### src/rtl/perf_sampler_if.sv
// Counter CSR access bus and sample stream shared by perf_sampler and its environment.
interface perf_sampler_if #(
  parameter int unsigned XLEN = 64
);
  logic [11:0]     addr_o;
  logic            we_o;
  logic [XLEN-1:0] data_o;
  logic [XLEN-1:0] data_i;
  logic            sample_valid_o;
  logic            sample_ready_i;
  logic [4:0]      sample_idx_o;
  logic [XLEN-1:0] sample_data_o;
  logic            sample_last_o;

  modport master (
    output addr_o, we_o, data_o,
    input  data_i,
    output sample_valid_o,
    input  sample_ready_i,
    output sample_idx_o, sample_data_o, sample_last_o
  );

  modport slave (
    input  addr_o, we_o, data_o,
    output data_i,
    input  sample_valid_o,
    output sample_ready_i,
    input  sample_idx_o, sample_data_o, sample_last_o
  );
endinterface

### src/rtl/perf_sampler.sv
// Periodically reads a masked set of hpm counters over a CSR bus and streams
// {index, value, last} samples through a small FIFO, optionally clearing each counter.
module perf_sampler #(
  parameter int unsigned NumCounters = 6,
  parameter int unsigned XLEN        = 64,
  parameter int unsigned FifoDepth   = 4,
  parameter logic [11:0] BaseAddr    = 12'hB03
) (
  input  logic                   clk_i,
  input  logic                   rst_ni,
  input  logic                   cfg_en_i,
  input  logic [31:0]            cfg_interval_i,
  input  logic [NumCounters-1:0] cfg_mask_i,
  input  logic                   cfg_clear_i,
  perf_sampler_if.master         bus,
  output logic                   busy_o,
  output logic [15:0]            stall_cnt_o
);

  localparam int unsigned PtrW = (FifoDepth > 1) ? $clog2(FifoDepth) : 1;
  localparam int unsigned CntW = PtrW + 1;
  localparam int unsigned IdxW = 5;

  typedef enum logic [1:0] {IDLE, COUNT, READ, CLR} state_e;

  typedef struct packed {
    logic [IdxW-1:0] idx;
    logic [XLEN-1:0] data;
    logic            last;
  } sample_t;

  state_e          state, state_n;
  logic [31:0]     timer, timer_n;
  logic [IdxW-1:0] idx, idx_n;
  logic            push_c, pop_c, stall_c, full_c, last_c;
  logic [5:0]      first_c, higher_c;

  logic [PtrW-1:0] rd_ptr, wr_ptr, rd_n;
  logic [CntW-1:0] count, cnt_n;
  sample_t         mem [FifoDepth];
  sample_t         push_entry, head_n;

  // Lowest set mask bit at or above start; bit 5 of the result flags a hit.
  function automatic logic [5:0] next_set(input logic [NumCounters-1:0] mask,
                                          input logic [5:0] start);
    logic [5:0] res;
    res = '0;
    for (int i = int'(NumCounters) - 1; i >= 0; i--) begin
      if (mask[i] && (i >= int'(start))) res = {1'b1, 5'(i)};
    end
    return res;
  endfunction

  assign first_c    = next_set(cfg_mask_i, 6'd0);
  assign higher_c   = next_set(cfg_mask_i, 6'(idx) + 6'd1);
  assign last_c     = !higher_c[5];
  assign full_c     = (count == CntW'(FifoDepth));
  assign pop_c      = bus.sample_valid_o && bus.sample_ready_i;
  assign push_entry = '{idx: idx, data: bus.data_i, last: last_c};

  // Next-state and control decode.
  always_comb begin
    state_n = state;
    timer_n = timer;
    idx_n   = idx;
    push_c  = 1'b0;
    stall_c = 1'b0;
    unique case (state)
      IDLE: begin
        if (cfg_en_i) begin
          state_n = COUNT;
          timer_n = cfg_interval_i;
        end
      end
      COUNT: begin
        if (timer <= 32'd1) begin
          if (!first_c[5]) begin
            timer_n = cfg_interval_i;
          end else begin
            state_n = READ;
            idx_n   = first_c[IdxW-1:0];
          end
        end else begin
          timer_n = timer - 32'd1;
        end
      end
      READ: begin
        if (!full_c) begin
          push_c = 1'b1;
          if (cfg_clear_i) begin
            state_n = CLR;
          end else if (last_c) begin
            state_n = COUNT;
            timer_n = cfg_interval_i;
          end else begin
            idx_n = higher_c[IdxW-1:0];
          end
        end else begin
          stall_c = 1'b1;
        end
      end
      CLR: begin
        if (last_c) begin
          state_n = COUNT;
          timer_n = cfg_interval_i;
        end else begin
          state_n = READ;
          idx_n   = higher_c[IdxW-1:0];
        end
      end
      default: state_n = IDLE;
    endcase
    // Disabling abandons the round; a CLR write already on the bus still lands.
    if (!cfg_en_i) begin
      state_n = IDLE;
      push_c  = 1'b0;
      stall_c = 1'b0;
    end
  end

  // FIFO bookkeeping; the head is re-registered from the post-update read pointer.
  always_comb begin
    cnt_n  = count + CntW'(push_c) - CntW'(pop_c);
    rd_n   = rd_ptr + PtrW'(pop_c);
    head_n = (push_c && (rd_n == wr_ptr)) ? push_entry : mem[rd_n];
  end

  always_ff @(posedge clk_i) begin
    if (push_c) mem[wr_ptr] <= push_entry;
  end

  always_ff @(posedge clk_i or negedge rst_ni) begin
    if (!rst_ni) begin
      state              <= IDLE;
      timer              <= '0;
      idx                <= '0;
      rd_ptr             <= '0;
      wr_ptr             <= '0;
      count              <= '0;
      bus.sample_valid_o <= 1'b0;
      bus.sample_idx_o   <= '0;
      bus.sample_data_o  <= '0;
      bus.sample_last_o  <= 1'b0;
      bus.addr_o         <= '0;
      bus.we_o           <= 1'b0;
      bus.data_o         <= '0;
      busy_o             <= 1'b0;
      stall_cnt_o        <= '0;
    end else begin
      state  <= state_n;
      timer  <= timer_n;
      idx    <= idx_n;
      rd_ptr <= rd_n;
      wr_ptr <= wr_ptr + PtrW'(push_c);
      count  <= cnt_n;
      bus.sample_valid_o <= (cnt_n != '0);
      if (cnt_n != '0) begin
        bus.sample_idx_o  <= head_n.idx;
        bus.sample_data_o <= head_n.data;
        bus.sample_last_o <= head_n.last;
      end
      bus.addr_o <= ((state_n == READ) || (state_n == CLR)) ? BaseAddr + 12'(idx_n) : 12'h000;
      bus.we_o   <= (state_n == CLR);
      bus.data_o <= '0;
      busy_o     <= (state_n == READ) || (state_n == CLR);
      if (stall_c && (stall_cnt_o != 16'hFFFF)) stall_cnt_o <= stall_cnt_o + 16'd1;
    end
  end

endmodule

### src/flat_wrapper.sv
// flat-port wrapper written by rule: the top's interface ports become plain ports
module perf_sampler_flat 
#(
  parameter int unsigned NumCounters = 6,
  parameter int unsigned XLEN        = 64,
  parameter int unsigned FifoDepth   = 4,
  parameter logic [11:0] BaseAddr    = 12'hB03
)
  (clk_i, rst_ni, cfg_en_i, cfg_interval_i, cfg_mask_i, cfg_clear_i, busy_o, stall_cnt_o, bus_addr_o, bus_we_o, bus_data_o, bus_data_i, bus_sample_valid_o, bus_sample_ready_i, bus_sample_idx_o, bus_sample_data_o, bus_sample_last_o);
  perf_sampler_if #(.XLEN(XLEN)) bus_i ();
  input  logic clk_i;
  input  logic rst_ni;
  input  logic cfg_en_i;
  input  logic [31:0] cfg_interval_i;
  input  logic [NumCounters-1:0] cfg_mask_i;
  input  logic cfg_clear_i;
  output logic busy_o;
  output logic [15:0] stall_cnt_o;
  output wire logic [$bits(bus_i.addr_o)-1:0] bus_addr_o;
  output wire logic [$bits(bus_i.we_o)-1:0] bus_we_o;
  output wire logic [$bits(bus_i.data_o)-1:0] bus_data_o;
  input wire logic [$bits(bus_i.data_i)-1:0] bus_data_i;
  output wire logic [$bits(bus_i.sample_valid_o)-1:0] bus_sample_valid_o;
  input wire logic [$bits(bus_i.sample_ready_i)-1:0] bus_sample_ready_i;
  output wire logic [$bits(bus_i.sample_idx_o)-1:0] bus_sample_idx_o;
  output wire logic [$bits(bus_i.sample_data_o)-1:0] bus_sample_data_o;
  output wire logic [$bits(bus_i.sample_last_o)-1:0] bus_sample_last_o;
  assign bus_addr_o = bus_i.addr_o;
  assign bus_we_o = bus_i.we_o;
  assign bus_data_o = bus_i.data_o;
  assign bus_i.data_i = bus_data_i;
  assign bus_sample_valid_o = bus_i.sample_valid_o;
  assign bus_i.sample_ready_i = bus_sample_ready_i;
  assign bus_sample_idx_o = bus_i.sample_idx_o;
  assign bus_sample_data_o = bus_i.sample_data_o;
  assign bus_sample_last_o = bus_i.sample_last_o;
  perf_sampler #(.NumCounters(NumCounters), .XLEN(XLEN), .FifoDepth(FifoDepth), .BaseAddr(BaseAddr)) u_core (.clk_i(clk_i), .rst_ni(rst_ni), .cfg_en_i(cfg_en_i), .cfg_interval_i(cfg_interval_i), .cfg_mask_i(cfg_mask_i), .cfg_clear_i(cfg_clear_i), .bus(bus_i), .busy_o(busy_o), .stall_cnt_o(stall_cnt_o));
endmodule
### config.mk
export PLATFORM = sky130hd
export DESIGN_NAME = perf_sampler_flat
export DESIGN_NICKNAME = d
export VERILOG_FILES = /design/src/rtl/perf_sampler_if.sv /design/src/rtl/perf_sampler.sv /design/src/flat_wrapper.sv
export SDC_FILE = /design/constraint.sdc
export NUM_CORES = 1
export LEC_CHECK = 0
export ABC_AREA = 0
export BUFFER_PORTS_ARGS = -buffer_cell sky130_fd_sc_hd__buf_4
export CAP_MARGIN = 20
export CORE_MARGIN = 5
export CORE_UTILIZATION = 58
export DETAILED_ROUTE_END_ITERATION = 8
export PLACE_DENSITY_LB_ADDON = 0.08
export SLEW_MARGIN = 30
export SYNTH_ARGS = -nofsm -noshare
export SYNTH_HDL_FRONTEND = slang
export SYNTH_SLANG_ARGS = --single-unit
### constraint.sdc
create_clock -name clk_i -period 17.7 [get_ports clk_i]
set_clock_uncertainty 0.1 [all_clocks]
set_input_delay 1.77 -clock clk_i [delete_from_list [all_inputs] [get_ports clk_i]]
set_output_delay 1.77 -clock clk_i [all_outputs]
set_load 0.02 [all_outputs]
==> results of run 1 <==
[state kept, by name (all words and copies together) (netlist names)]
register	flops
u_core.mem	280
u_core.bus.sample_data_o	64
u_core.timer	32
u_core.stall_cnt_o	16
u_core.bus.addr_o	7
u_core.bus.sample_idx_o	5
u_core.idx	5
u_core.count	3
u_core.rd_ptr	2
u_core.state	2
u_core.wr_ptr	2
u_core.bus.sample_last_o	1
u_core.bus.sample_valid_o	1
u_core.bus.we_o	1
[per-stage QoR]
stage          total power [mW]  cell area [um^2]  setup WS, ps  hold slack (ps)
3_5_place_dp               2.25             19600         12130              381
2_1_floorplan              1.94             18100          9610              340
4_1_cts                    3.12             21000         12700              393
5_1_grt                    3.26             21000         12390              414
6_report                   3.08             21000         12690              393
3_3_place_gp               2.23             19600         12340              359
[area by class of cell]
class,count,area (um^2)
Inverter,27,101
Clock inverter,15,144
Sequential cell,421,11900
Tap cell,396,495
Clock buffer,65,1220
Timing Repair Buffer,219,1660
Fill cell,2159,9510
Multi-Input combinational cell,716,5440
[cell usage after synthesis, types with 13 or more instances]
| library cell | count |
|---|---|
| nand3_1 | 15 |
| nor2_1 | 119 |
| nand2_1 | 36 |
| mux2i_1 | 71 |
| nor3_1 | 26 |
| dfrtp_1 | 141 |
| o21ai_0 | 47 |
| buf_4 | 70 |
| edfxtp_1 | 280 |
| mux4_2 | 70 |
| a21oi_1 | 110 |
| nor4_1 | 13 |
| clkbuf_1 | 53 |
| inv_1 | 27 |
[critical path, stage by stage]
cell and delay (ps):
buf_4 100, nand2_1 70, or3_1 450, ha_1 310, inv_1 50, ha_1 130, inv_1 50, fa_1 370
xnor2_1 180, xnor2_1 160, or3_4 630, buf_4 720, nor2_1 110, a21oi_1 160
[metal layers]
layer / GRT usage / wire, um / vias to the layer above
met5: 0 / 7 / -
met4: 0.0481 / 691 / 2
met3: 0.0405 / 2230 / 51
met2: 0.350 / 18000 / 310
met1: 0.297 / 15400 / 5246
li1: - / - / 4893
[worst max-delay path by stage]
stage	slack (ps)	endpoint	start
after global placement	12340	u_core.bus.sample_data_o[52]	cfg_en_i
after detailed placement	12130	u_core.bus.sample_data_o[52]	cfg_en_i
after global routing	12390	u_core.bus.sample_data_o[43]	cfg_en_i
final	12690	u_core.bus.sample_data_o[52]	cfg_en_i
after CTS	12700	u_core.bus.sample_data_o[52]	cfg_en_i
after floorplan	9610	u_core.mem[2][0]	cfg_en_i
[report_power, final]
part / internal (mW) / leakage, nW / total, mW / switching [mW]
Sequential: 1.16 / 4.24 / 1.23 / 0.0714
Clock: 0.507 / 0.657 / 0.864 / 0.357
Combinational: 0.450 / 3.02 / 0.981 / 0.531
Total: 2.12 / 7.92 / 3.08 / 0.959
[logic make-up after synthesis]
group | share of synthesized area
flops | 0.667
simple gates | 0.0715
compound gates | 0.0629
buf+inv | 0.0470
mux | 0.130
xor+xnor | 0.0113
fa+ha+maj | 0.00951
other cells | 0.000210
==> summary.md, run 1 <==
| Metric | Value |
|---|---|
| Status | `finished clean` |
| CTS Hold Buffers Added | `0` |
| Clock Pin Slew Worst Setup and Hold Paths | `around 60 ps` |
| Share of layout cells above drive strength 1 | `0.252` |
| Hold path depth | `1` |
| FF-to-FF Start | `u_core.state[1]` |
| Setup TNS | `0 ps` |
| VDD IR-drop max | `0.000101 V` |
| Die ar. | `roughly 34000 um^2` |
| Synthesized flop and latch total | `~420` |
| Final slew viol count | `0` |
| Final std cells w/o fill | `~1900` |
| Commonest cells after routing, fill and taps aside | `edfxtp_1 (280), buf_4 (214), dfrtp_1 (141)` |
| Vias after detailed routing | `approximately 11000` |
| CTS tree | `built` |
| Cell count of the worst reg-to-reg path | `13` |
| Synth top area share | `0.470` |
| RSZ-0062 raised after global routing | `no` |
| YS warnings | `0` |
| Ranking of synthesized cells by area | `edfxtp_1 (47%), dfrtp_1 (20%), mux4_2 (8.8%)` |
| Final Critical Period | `between 5000 and 6000 ps` |
| Core footprint | `30500 um^2` |
| Drt drc | `0` |
| CP max FO | `74` |
| Sink Count | `421` |
| Most common cell after layout, fill and taps aside | `edfxtp_1` |
| Vias in the first global route | `10700` |
| Die Width | `between 150 and 200 um` |
| Seq/Total Area, Yosys | `0.667` |
| Netlist cell types | `56` |
| Fmax | `~0.20 GHz` |
| Crit path required time | `18050 ps` |
| CP Capture Type | `flip-flop` |
| Post-synth top flop | `edfxtp_1` |
| Placer Congestion | `a little over 0.8` |
| HP Start | `u_core.stall_cnt_o[9]` |
| Iteration-0 DRC Markers | `809` |
| Post-CTS setup buffer count | `0` |
| Clock buffer depth | `3` |
| Final number of setup-violating endpoints | `0` |
| Crit share post-route | `0.283` |
| Wire length per cell | `19.6 um` |
| Worst min path class | `reg2reg` |
| Drt via density | `5.65` |
| Post-CTS Resized | `0` |
| Worst slew margin | `0.397` |
| Biggest area consumer among synthesized cells | `edfxtp_1` |
| Async SR Flop Fraction | `0.335` |
| Total of max-cap violations | `0` |
| Cells after Synth | `between 1000 and 1500` |
| Antenna viol nets, final | `0` |
| Hold endpoint | `u_core.stall_cnt_o[9]` |
| Final net count | `1548` |
| First-pass GRT wire length | `around 58 mm` |
| Cells after DPL | `around 1800` |
| Cell area after synthesis | `17900 um^2` |
| Drt pass-1 iters | `5` |
| Data arrival time of the worst path | `~5400 ps` |
| Setup slack, reg-to-reg | `13350 ps` |
| H-tree levels | `2` |
| Worst setup path category | `in2reg` |
| Total GRT Usage | `0.211` |
| Area Overhead vs Synth | `17.4%` |
| Slew of the pin with the lowest slew margin | `about 900 ps` |
| Final Hold Fails | `0` |
| Post-synth EDFFs | `280` |
| Clk_lat worst skew | `around 530 ps` |
| CTS Buf Count | `43` |
| RR Endpoint | `u_core.bus.sample_data_o[52]` |
| Pleak | `between 7 and 8 nW` |
| Hpwl dp | `approximately 23 mm` |
| Die height | `between 150 and 200 um` |
| Root buf cell | `clkbuf_16` |
| Util after Layout | `0.688` |
| Critical Path Source Type | `input pin` |
| Overflow after GRT | `0` |
| IO Count | `272` |
| Number of diodes | `0` |
| Num rows | `between 60 and 70` |
| Total Wirelength | `about 36 mm` |
| Largest net degree at the start of global routing | `80` |
| IO buf count | `204` |
| Starting density of the core | `0.586` |
| Initial antenna violation count | `1` |
| P per Cell Area | `roughly 150 nW/um^2` |
| Syn avg cell area | `roughly 15 um^2` |
(Power assumes the default switching activity.)
==> run 2: changes to the inputs <==
ABC_AREA = 1   (was 0)
clock period = 5 ns   (was 17.7 ns; I/O delays follow)
==> run 2 against run 1 <==
Net effect:
- setup slack worse by 12000 ps
- first-iteration DRC count is 8.4% higher
- combinational power grew to 4.1 times the previous value
- register-to-register slack worse by 12000 ps
==> summary.md, run 2 <==
| Metric | Value |
|---|---|
| Status | `finished clean (unchanged)` |
| Total Wirelength | `39.8 mm (was 36.4 mm)` |
| Die height | `191 um (was 186 um)` |
| Biggest area consumer among synthesized cells | `edfxtp_1 (unchanged)` |
| Final std cells w/o fill | `2428 (was 1859)` |
| Worst setup path category | `reg2reg (was in2reg)` |
| Commonest cells after routing, fill and taps aside | `nand2_1 (386), edfxtp_1 (280), buf_4 (217) (was edfxtp_1 (280), buf_4 (214), dfrtp_1 (141))` |
| CTS Buf Count | `43 (unchanged)` |
| YS warnings | `0 (unchanged)` |
| Clock Pin Slew Worst Setup and Hold Paths | `60 ps (about the same)` |
| Async SR Flop Fraction | `0.335 (unchanged)` |
| Worst slew margin | `0.413 (was 0.397)` |
| P per Cell Area | `522 nW/um^2 (was 147 nW/um^2)` |
| Max incr delay on CP | `520 ps (was 720 ps)` |
| Top flop regs | `u_core.mem: 280 flops, u_core.bus.sample_data_o: 64 flops, u_core.timer: 32 flops (unchanged)` |
| Post-synth top flop | `edfxtp_1 (unchanged)` |
| Vias in the first global route | `12700 (was 10700)` |
| Drt via density | `5.29 (was 5.65)` |
| First-pass GRT wire length | `64.9 mm (was 57.7 mm)` |
| Most common cell in the netlist | `nand2_1 (was edfxtp_1)` |
| Area Overhead vs Synth | `16.2% (was 17.4%)` |
| HP Start | `bus_data_i[53] (was u_core.stall_cnt_o[9])` |
| Num rows | `66 (was 64)` |
| Drt pass-1 iters | `5 (unchanged)` |
| Root buf cell | `clkbuf_16 (unchanged)` |
| Vias after detailed routing | `12900 (was 10500)` |
| Pleak | `9.33 nW (was 7.92 nW)` |
| CP Capture Type | `flip-flop (unchanged)` |
| Post-synth EDFFs | `280 (unchanged)` |
| Drt drc | `0 (unchanged)` |
| Antenna viol nets, final | `0 (unchanged)` |
| VDD IR-drop max | `0.000375 V (was 0.000101 V)` |
| Cells after Synth | `1772 (was 1225)` |
| Final slew viol count | `0 (unchanged)` |
| Hold path depth | `1 (unchanged)` |
| Iteration-0 DRC Markers | `877 (was 809)` |
| RR Endpoint | `u_core.bus.sample_data_o[41] (was u_core.bus.sample_data_o[52])` |
| Total of max-cap violations | `0 (unchanged)` |
| Total power | `11.5 mW (was 3.08 mW)` |
| Top cells by count, synth | `nand2_1 (387), edfxtp_1 (280), inv_1 (153) (was edfxtp_1 (280), dfrtp_1 (141), nor2_1 (119))` |
| Post-CTS Resized | `0 (unchanged)` |
| Clk_lat worst skew | `520 ps (was 530 ps)` |
| Sink Count | `421 (unchanged)` |
| Overflow after GRT | `0 (unchanged)` |
| Crit path required time | `5340 ps (was 18050 ps)` |
| Critical Path Source Type | `flip-flop (was input pin)` |
| Cell count of the worst reg-to-reg path | `16 (was 13)` |
| Setup slack, reg-to-reg | `1040 ps (was 13350 ps)` |
| Crit-path cells | `inv_1, nor2_1, nand2_1, nor2_1, inv_1, ha_1, inv_1, ha_1, inv_1, fa_1, xor2_1, inv_1, nand2_4, buf_12, nor2_1, a31oi_1 (was buf_4, nand2_1, or3_1, ha_1, inv_1, ha_1, inv_1, fa_1, xnor2_1, xnor2_1, or3_4, buf_4, nor2_1, a21oi_1)` |
| FF-to-FF Start | `u_core.state[1] (unchanged)` |
| Post-CTS setup buffer count | `0 (unchanged)` |
| Most common cell on crit path | `inv_1` |
| Cells after DPL | `2347 (was 1779)` |
| Wire length per cell | `16.4 um (was 19.6 um)` |
| Largest net degree at the start of global routing | `213 (was 80)` |
| Seq/Total Area, Yosys | `0.632 (was 0.667)` |
| FILL cells | `2454 (was 2159)` |
| Slew of the pin with the lowest slew margin | `878 ps (was 902 ps)` |
| H-tree levels | `2 (unchanged)` |
| Clock buffer depth | `3 (unchanged)` |
| RSZ-0062 raised after global routing | `no (unchanged)` |
| Placer Congestion | `0.941 (was 0.826)` |
| CP max FO | `82 (was 74)` |
| Ranking of synthesized cells by area | `edfxtp_1 (44%), dfrtp_1 (19%), nand2_1 (7.7%) (was edfxtp_1 (47%), dfrtp_1 (20%), mux4_2 (8.8%))` |
| Synth top area share | `0.445 (was 0.470)` |
| Final net count | `2072 (was 1548)` |
| Most common cell after layout, fill and taps aside | `nand2_1 (was edfxtp_1)` |
| Data arrival time of the worst path | `4300 ps (was 5360 ps)` |
| Netlist cell types | `37 (was 56)` |
| CTS tree | `built (unchanged)` |
| IO Count | `272 (unchanged)` |
| Final Critical Period | `between 3000 and 4000 ps` |
| Die ar. | `36300 um^2 (was 34500 um^2)` |
| Worst min path class | `in2reg (was reg2reg)` |
| Core footprint | `32400 um^2 (was 30500 um^2)` |
| Final Hold Fails | `0 (unchanged)` |
| Synthesized flop and latch total | `421 (unchanged)` |
| Die Width | `191 um (was 186 um)` |
| Biggest register | `u_core.mem (unchanged)` |
| Fmax | `around 0.25 GHz` |
| FF/Latch Area | `11900 um^2 (unchanged)` |
| Multi-input combinational cell area | `5790 um^2 (was 5440 um^2)` |
| Cell area after synthesis | `18900 um^2 (was 17900 um^2)` |
| Max reg flops | `280 (unchanged)` |
| Syn avg cell area | `10.7 um^2 (was 14.6 um^2)` |
| Total GRT Usage | `0.219 (was 0.211)` |
| Starting density of the core | `0.584 (was 0.586)` |
| Initial antenna violation count | `1 (unchanged)` |
| Setup TNS | `0 ps (unchanged)` |
| Crit-path slowest cell | `dfrtp_1 (was buf_4)` |
| Hold endpoint | `u_core.mem[1][54] (was u_core.stall_cnt_o[9])` |
| Share of layout cells above drive strength 1 | `0.158 (was 0.252)` |
| IO buf count | `204 (unchanged)` |
| Final number of setup-violating endpoints | `0 (unchanged)` |
| Crit share post-route | `0.792` |
| Hpwl dp | `24.3 mm (was 22.6 mm)` |
==> run 2: cell count changes after synthesis, sizes merged, moves of 16 or more <==
cell,change
nand2,+354
inv,+130
a21oi,-88
o21ai,+83
o211ai,+75
mux4,-70
a31oi,+66
nor2,+32
nand3,+21
clkbuf,+16
xor2,+16
==> run 2: cell families (layout without fill, tap and decap cells) <==
kind of cell / Yosys count / in the layout / synth area share
AO/OA/AOI/OAI: 300 / 300 / 0.0953
XOR/XNOR: 39 / 39 / 0.0181
adder cells (fa/ha/maj): 13 / 13 / 0.00900
buffers and inverters: 312 / 459 / 0.0779
flip-flops: 421 / 421 / 0.632
multiplexers: 69 / 69 / 0.0365
other: 1 / 68 / 0.000198
AND/OR/NAND/NOR: 617 / 617 / 0.131
==> run 2: how the worst max path moves through the flow <==
stage,startpoint,to,slack [ps],cells past startpoint
after global placement,u_core.state[1],u_core.bus.sample_data_o[12],1270,16
after floorplan,u_core.state[0],u_core.mem[2][0],-1430,6
final,u_core.state[1],u_core.bus.sample_data_o[41],1040,16
after detailed placement,u_core.state[1],u_core.bus.sample_data_o[8],1040,16
after global routing,u_core.state[1],u_core.bus.sample_data_o[20],620,16
after CTS,u_core.state[1],u_core.bus.sample_data_o[8],1020,16
==> run 2: report_power, final <==
part	internal [mW]	switching (mW)	total (mW)	leakage, nW
clock network	1.73	1.27	3.00	0.654
registers	4.14	0.274	4.41	4.21
logic	1.59	2.47	4.06	4.47
total	7.46	4.01	11.5	9.33
==> run 2: cell type report <==
| class | count | share of cell area |
|---|---|---|
| clock inverters | 18 | 0.00581 |
| inverters | 157 | 0.0270 |
| well taps | 442 | 0.0252 |
| clock buffers | 60 | 0.0546 |
| repair buffers | 224 | 0.0801 |
| multi-input cells | 1105 | 0.264 |
| diodes | 1 | 0.000114 |
| flip-flops and latches | 421 | 0.544 |
==> run 2: per-layer routing <==
| layer | track usage | part of all wire | vias to the layer above |
|---|---|---|---|
| li1 | - | - | 6276 |
| met1 | 0.298 | 0.43 | 6143 |
| met2 | 0.371 | 0.49 | 371 |
| met3 | 0.0364 | 0.060 | 65 |
| met4 | 0.0558 | 0.021 | 0 |
| met5 | 0 | 0 | - |
==> run 2: worst max-delay path: cells and delay by family (launching register included) <==
family                     cells  cell delay [ps]
DFF                            1              520
buffers and inverters          6              940
xor gates and xnor gates       1              200
adders and majority gates      3              820
AOI/OAI and AO/OA              1              150
and+or+nand+nor                5             1100
==> run 2: metrics by stage <==
step / hold WS (ps) / setup slack [ps] / utilization / area, um^2
5_1_grt: 65.2 / 616 / 0.678 / 22000
2_1_floorplan: 104 / -1430 / - / 19100
4_1_cts: 63.3 / 1020 / 0.677 / 21900
3_3_place_gp: 382 / 1270 / 0.636 / 20600
3_5_place_dp: 388 / 1040 / 0.636 / 20600
6_report: 87.2 / 1040 / 0.678 / 22000
==> run 2: timing repair <==
action | CTS | global route
endpoints found under the hold margin | 64 | 0
endpoints found under the setup margin | 0 | 0
hold buffers | 1 | 0
==> run 3: changes to the inputs <==
CORE_UTILIZATION = 52   (was 58)
clock period = 3.15 ns   (was 5 ns; I/O delays follow)
==> run 3 against run 2 <==
Net effect:
- design area is 6.2% higher
- routed wire length is 10% higher
- die area is 11% higher
- cell count is 5.4% higher
- register-to-register slack worse by 820 ps
- global-route usage is 0.86 points lower
- clock power is 72% higher
- sequential power is 59% higher
- critical path type unchanged
==> summary.md, run 3 (same netlist as run 2, synthesis figures left out) <==
| Metric | Value |
|---|---|
| CTS Buf Count | `44 (was 43)` |
| CTS tree | `built (unchanged)` |
| Clk_lat worst skew | `540 ps (was 520 ps)` |
| Vias in the first global route | `13200 (was 12700)` |
| Switching share of power | `0.349 (was 0.350)` |
| H-tree levels | `2 (unchanged)` |
| Die height | `201 um (was 191 um)` |
| Placer Congestion | `0.885 (was 0.941)` |
| Final instance area | `23300 um^2 (was 22000 um^2)` |
| Multi-input combinational cell area | `5850 um^2 (was 5790 um^2)` |
| Final slew viol count | `0 (unchanged)` |
| Commonest cells after routing, fill and taps aside | `nand2_1 (384), edfxtp_1 (280), buf_4 (233) (was nand2_1 (386), edfxtp_1 (280), buf_4 (217))` |
| Final number of setup-violating endpoints | `0 (unchanged)` |
| Area Overhead vs Synth | `23.4% (was 16.2%)` |
| Clock buffer depth | `3 (unchanged)` |
| Initial antenna violation count | `0 (was 1)` |
| Num rows | `69 (was 66)` |
| Drt via density | `5.23 (was 5.29)` |
| Worst min path class | `in2reg (unchanged)` |
| Biggest register | `u_core.mem (unchanged)` |
| Pleak | `9.91 nW (was 9.33 nW)` |
| Largest net degree at the start of global routing | `125 (was 213)` |
| Max reg flops | `280 (unchanged)` |
| Drt pass-1 iters | `5 (unchanged)` |
| VDD IR-drop max | `0.000734 V (was 0.000375 V)` |
| IO buf count | `204 (unchanged)` |
| Share of layout cells above drive strength 1 | `0.166 (was 0.158)` |
| CP max FO | `21 (was 82)` |
| Starting density of the core | `0.529 (was 0.584)` |
| Most common cell after layout, fill and taps aside | `nand2_1 (unchanged)` |
| Wire length per cell | `17.1 um (was 16.4 um)` |
| Crit share post-route | `0.930 (was 0.792)` |
| Critical Path Source Type | `flip-flop (unchanged)` |
| IO Count | `272 (unchanged)` |
| First-pass GRT wire length | `70.0 mm (was 64.9 mm)` |
| Total Wirelength | `43.8 mm (was 39.8 mm)` |
| Core footprint | `35700 um^2 (was 32400 um^2)` |
| Pre-CTS WS | `138 ps (was 1040 ps)` |
| Worst setup path category | `reg2reg (unchanged)` |
| FILL cells | `2767 (was 2454)` |
| FF-to-FF Start | `u_core.count[1] (was u_core.state[1])` |
| Area of placed instances | `20900 um^2 (was 20600 um^2)` |
| Root buf cell | `clkbuf_16 (unchanged)` |
| Worst slew margin | `0.500 (was 0.413)` |
| Slew of the pin with the lowest slew margin | `749 ps (was 878 ps)` |
| Number of diodes | `0 (was 1)` |
| CP Capture Type | `flip-flop (unchanged)` |
| Drt drc | `0 (unchanged)` |
| Antenna viol nets, final | `0 (unchanged)` |
| Total of max-cap violations | `0 (unchanged)` |
| Vias after detailed routing | `13400 (was 12900)` |
| FF/Latch Area | `11900 um^2 (about the same)` |
| Die Width | `201 um (was 191 um)` |
| Overflow after GRT | `0 (unchanged)` |
| Hpwl dp | `26.4 mm (was 24.3 mm)` |
| Sequential Power Share | `0.364 (was 0.385)` |
| Die ar. | `40300 um^2 (was 36300 um^2)` |
| Top flop regs | `u_core.mem: 280 flops, u_core.bus.sample_data_o: 64 flops, u_core.timer: 32 flops (unchanged)` |
| Final net count | `2182 (was 2072)` |
| Worst setup margin | `219 ps (was 1040 ps)` |
| Sink Count | `421 (unchanged)` |
| P per Cell Area | `827 nW/um^2 (was 522 nW/um^2)` |
| Setup crit start | `u_core.count[1] (was u_core.state[1])` |
| Sw Pwr | `6.73 mW (was 4.01 mW)` |
| Clk pwr share | `0.268 (was 0.261)` |
| Crit path required time | `3510 ps (was 5340 ps)` |
| Combinational share of power | `0.368 (was 0.354)` |
| RR Endpoint | `u_core.bus.sample_data_o[17] (was u_core.bus.sample_data_o[41])` |
| Data arrival time of the worst path | `3290 ps (was 4300 ps)` |
| CP Capture Point | `u_core.bus.sample_data_o[17] (was u_core.bus.sample_data_o[41])` |
| Setup slack, reg-to-reg | `220 ps (was 1040 ps)` |
| Fmax | `0.341 GHz (was 0.253 GHz)` |
| Util after Layout | `0.652 (was 0.678)` |
| Total GRT Usage | `0.210 (was 0.219)` |
| Status | `finished clean (unchanged)` |
| Final Hold Fails | `0 (unchanged)` |
| Final Critical Period | `2930 ps (was 3960 ps)` |
| Clock Pin Slew Worst Setup and Hold Paths | `60 ps (about the same)` |
| Iteration-0 DRC Markers | `789 (was 877)` |
| Pint | `12.5 mW (was 7.46 mW)` |
| Cell count of the worst reg-to-reg path | `18 (was 16)` |
## run 3: cell count changes in the layout (fill, tap and decap cells not counted), moves of 4 or more
cell,change
dlygate4sd3_1,+86
buf_4,+16
clkinv_1,+9
clkbuf_16,+5
clkbuf_8,-5
buf_12,+4
bufinv_16,+4
nor2_1,-4
nor3_2,-4
nor3_4,+4
## run 3: metrics by stage
step                setup TNS (ps)  hold WS (ps)  instances  power [mW]
detailed placement               0           239       2383        13.9
CTS                              0         0.259       2552        19.1
global route                 -54.5          43.6       2559        20.5
finish                           0          26.5       2559        19.3
floorplan                     -323         -80.6       1838        11.7
global placement                 0           237       2383        13.7
## run 3: power by group through the flow
stage                     clock network, mW  logic, mW  registers, mW
after floorplan                           0       4.11           7.56
after global placement                    0       6.55           7.13
after detailed placement                  0       6.73           7.13
after CTS                              5.28       6.84           7.02
after global routing                   5.55       7.87           7.08
final                                  5.16       7.09           7.01
## run 3: worst min-delay path by stage
stage | startpoint | to | cells after the start
final | cfg_interval_i[14] | u_core.timer[14] | 5
after global placement | rst_ni | u_core.timer[14] | 1
after CTS | cfg_interval_i[14] | u_core.timer[14] | 5
after floorplan | rst_ni | u_core.bus.addr_o[0] | 0
after detailed placement | rst_ni | u_core.timer[14] | 1
after global routing | cfg_interval_i[30] | u_core.timer[30] | 5
## run 3: timing repair
action | CTS | global route
buffers inserted | 0 | 5
endpoints found under the hold margin | 396 | 0
hold buffers | 87 | 0
resized for setup | 0 | 13
endpoints found under the setup margin | 0 | 69
## run 3: critical path: stages (launching register included)
cell,delay [ps]
dfrtp_1,360
inv_1,50
nand2_1,60
nor2_2,40
inv_1,90
nand2_1,70
nor2_2,160
inv_2,50
ha_1,260
inv_1,50
ha_1,130
inv_1,50
fa_1,370
xor2_1,240
inv_2,100
nand2_8,170
buf_4,270
nor2_1,60
a31oi_1,140
## run 3: layout make-up
cell class	instances	area share
sequential	421	0.512
timing repair buffer	333	0.124
tap	461	0.0247
clock inverter	27	0.0113
inverter	157	0.0253
multi-input combinational	1105	0.251
clock buffer	55	0.0513
## run 3: layer usage
layer	track usage	wire length (um)	vias to the layer above
li1	-	-	6497
met1	0.280	18900	6478
met2	0.362	21500	357
met3	0.0367	2460	60
met4	0.0536	889	0
met5	0	0	-
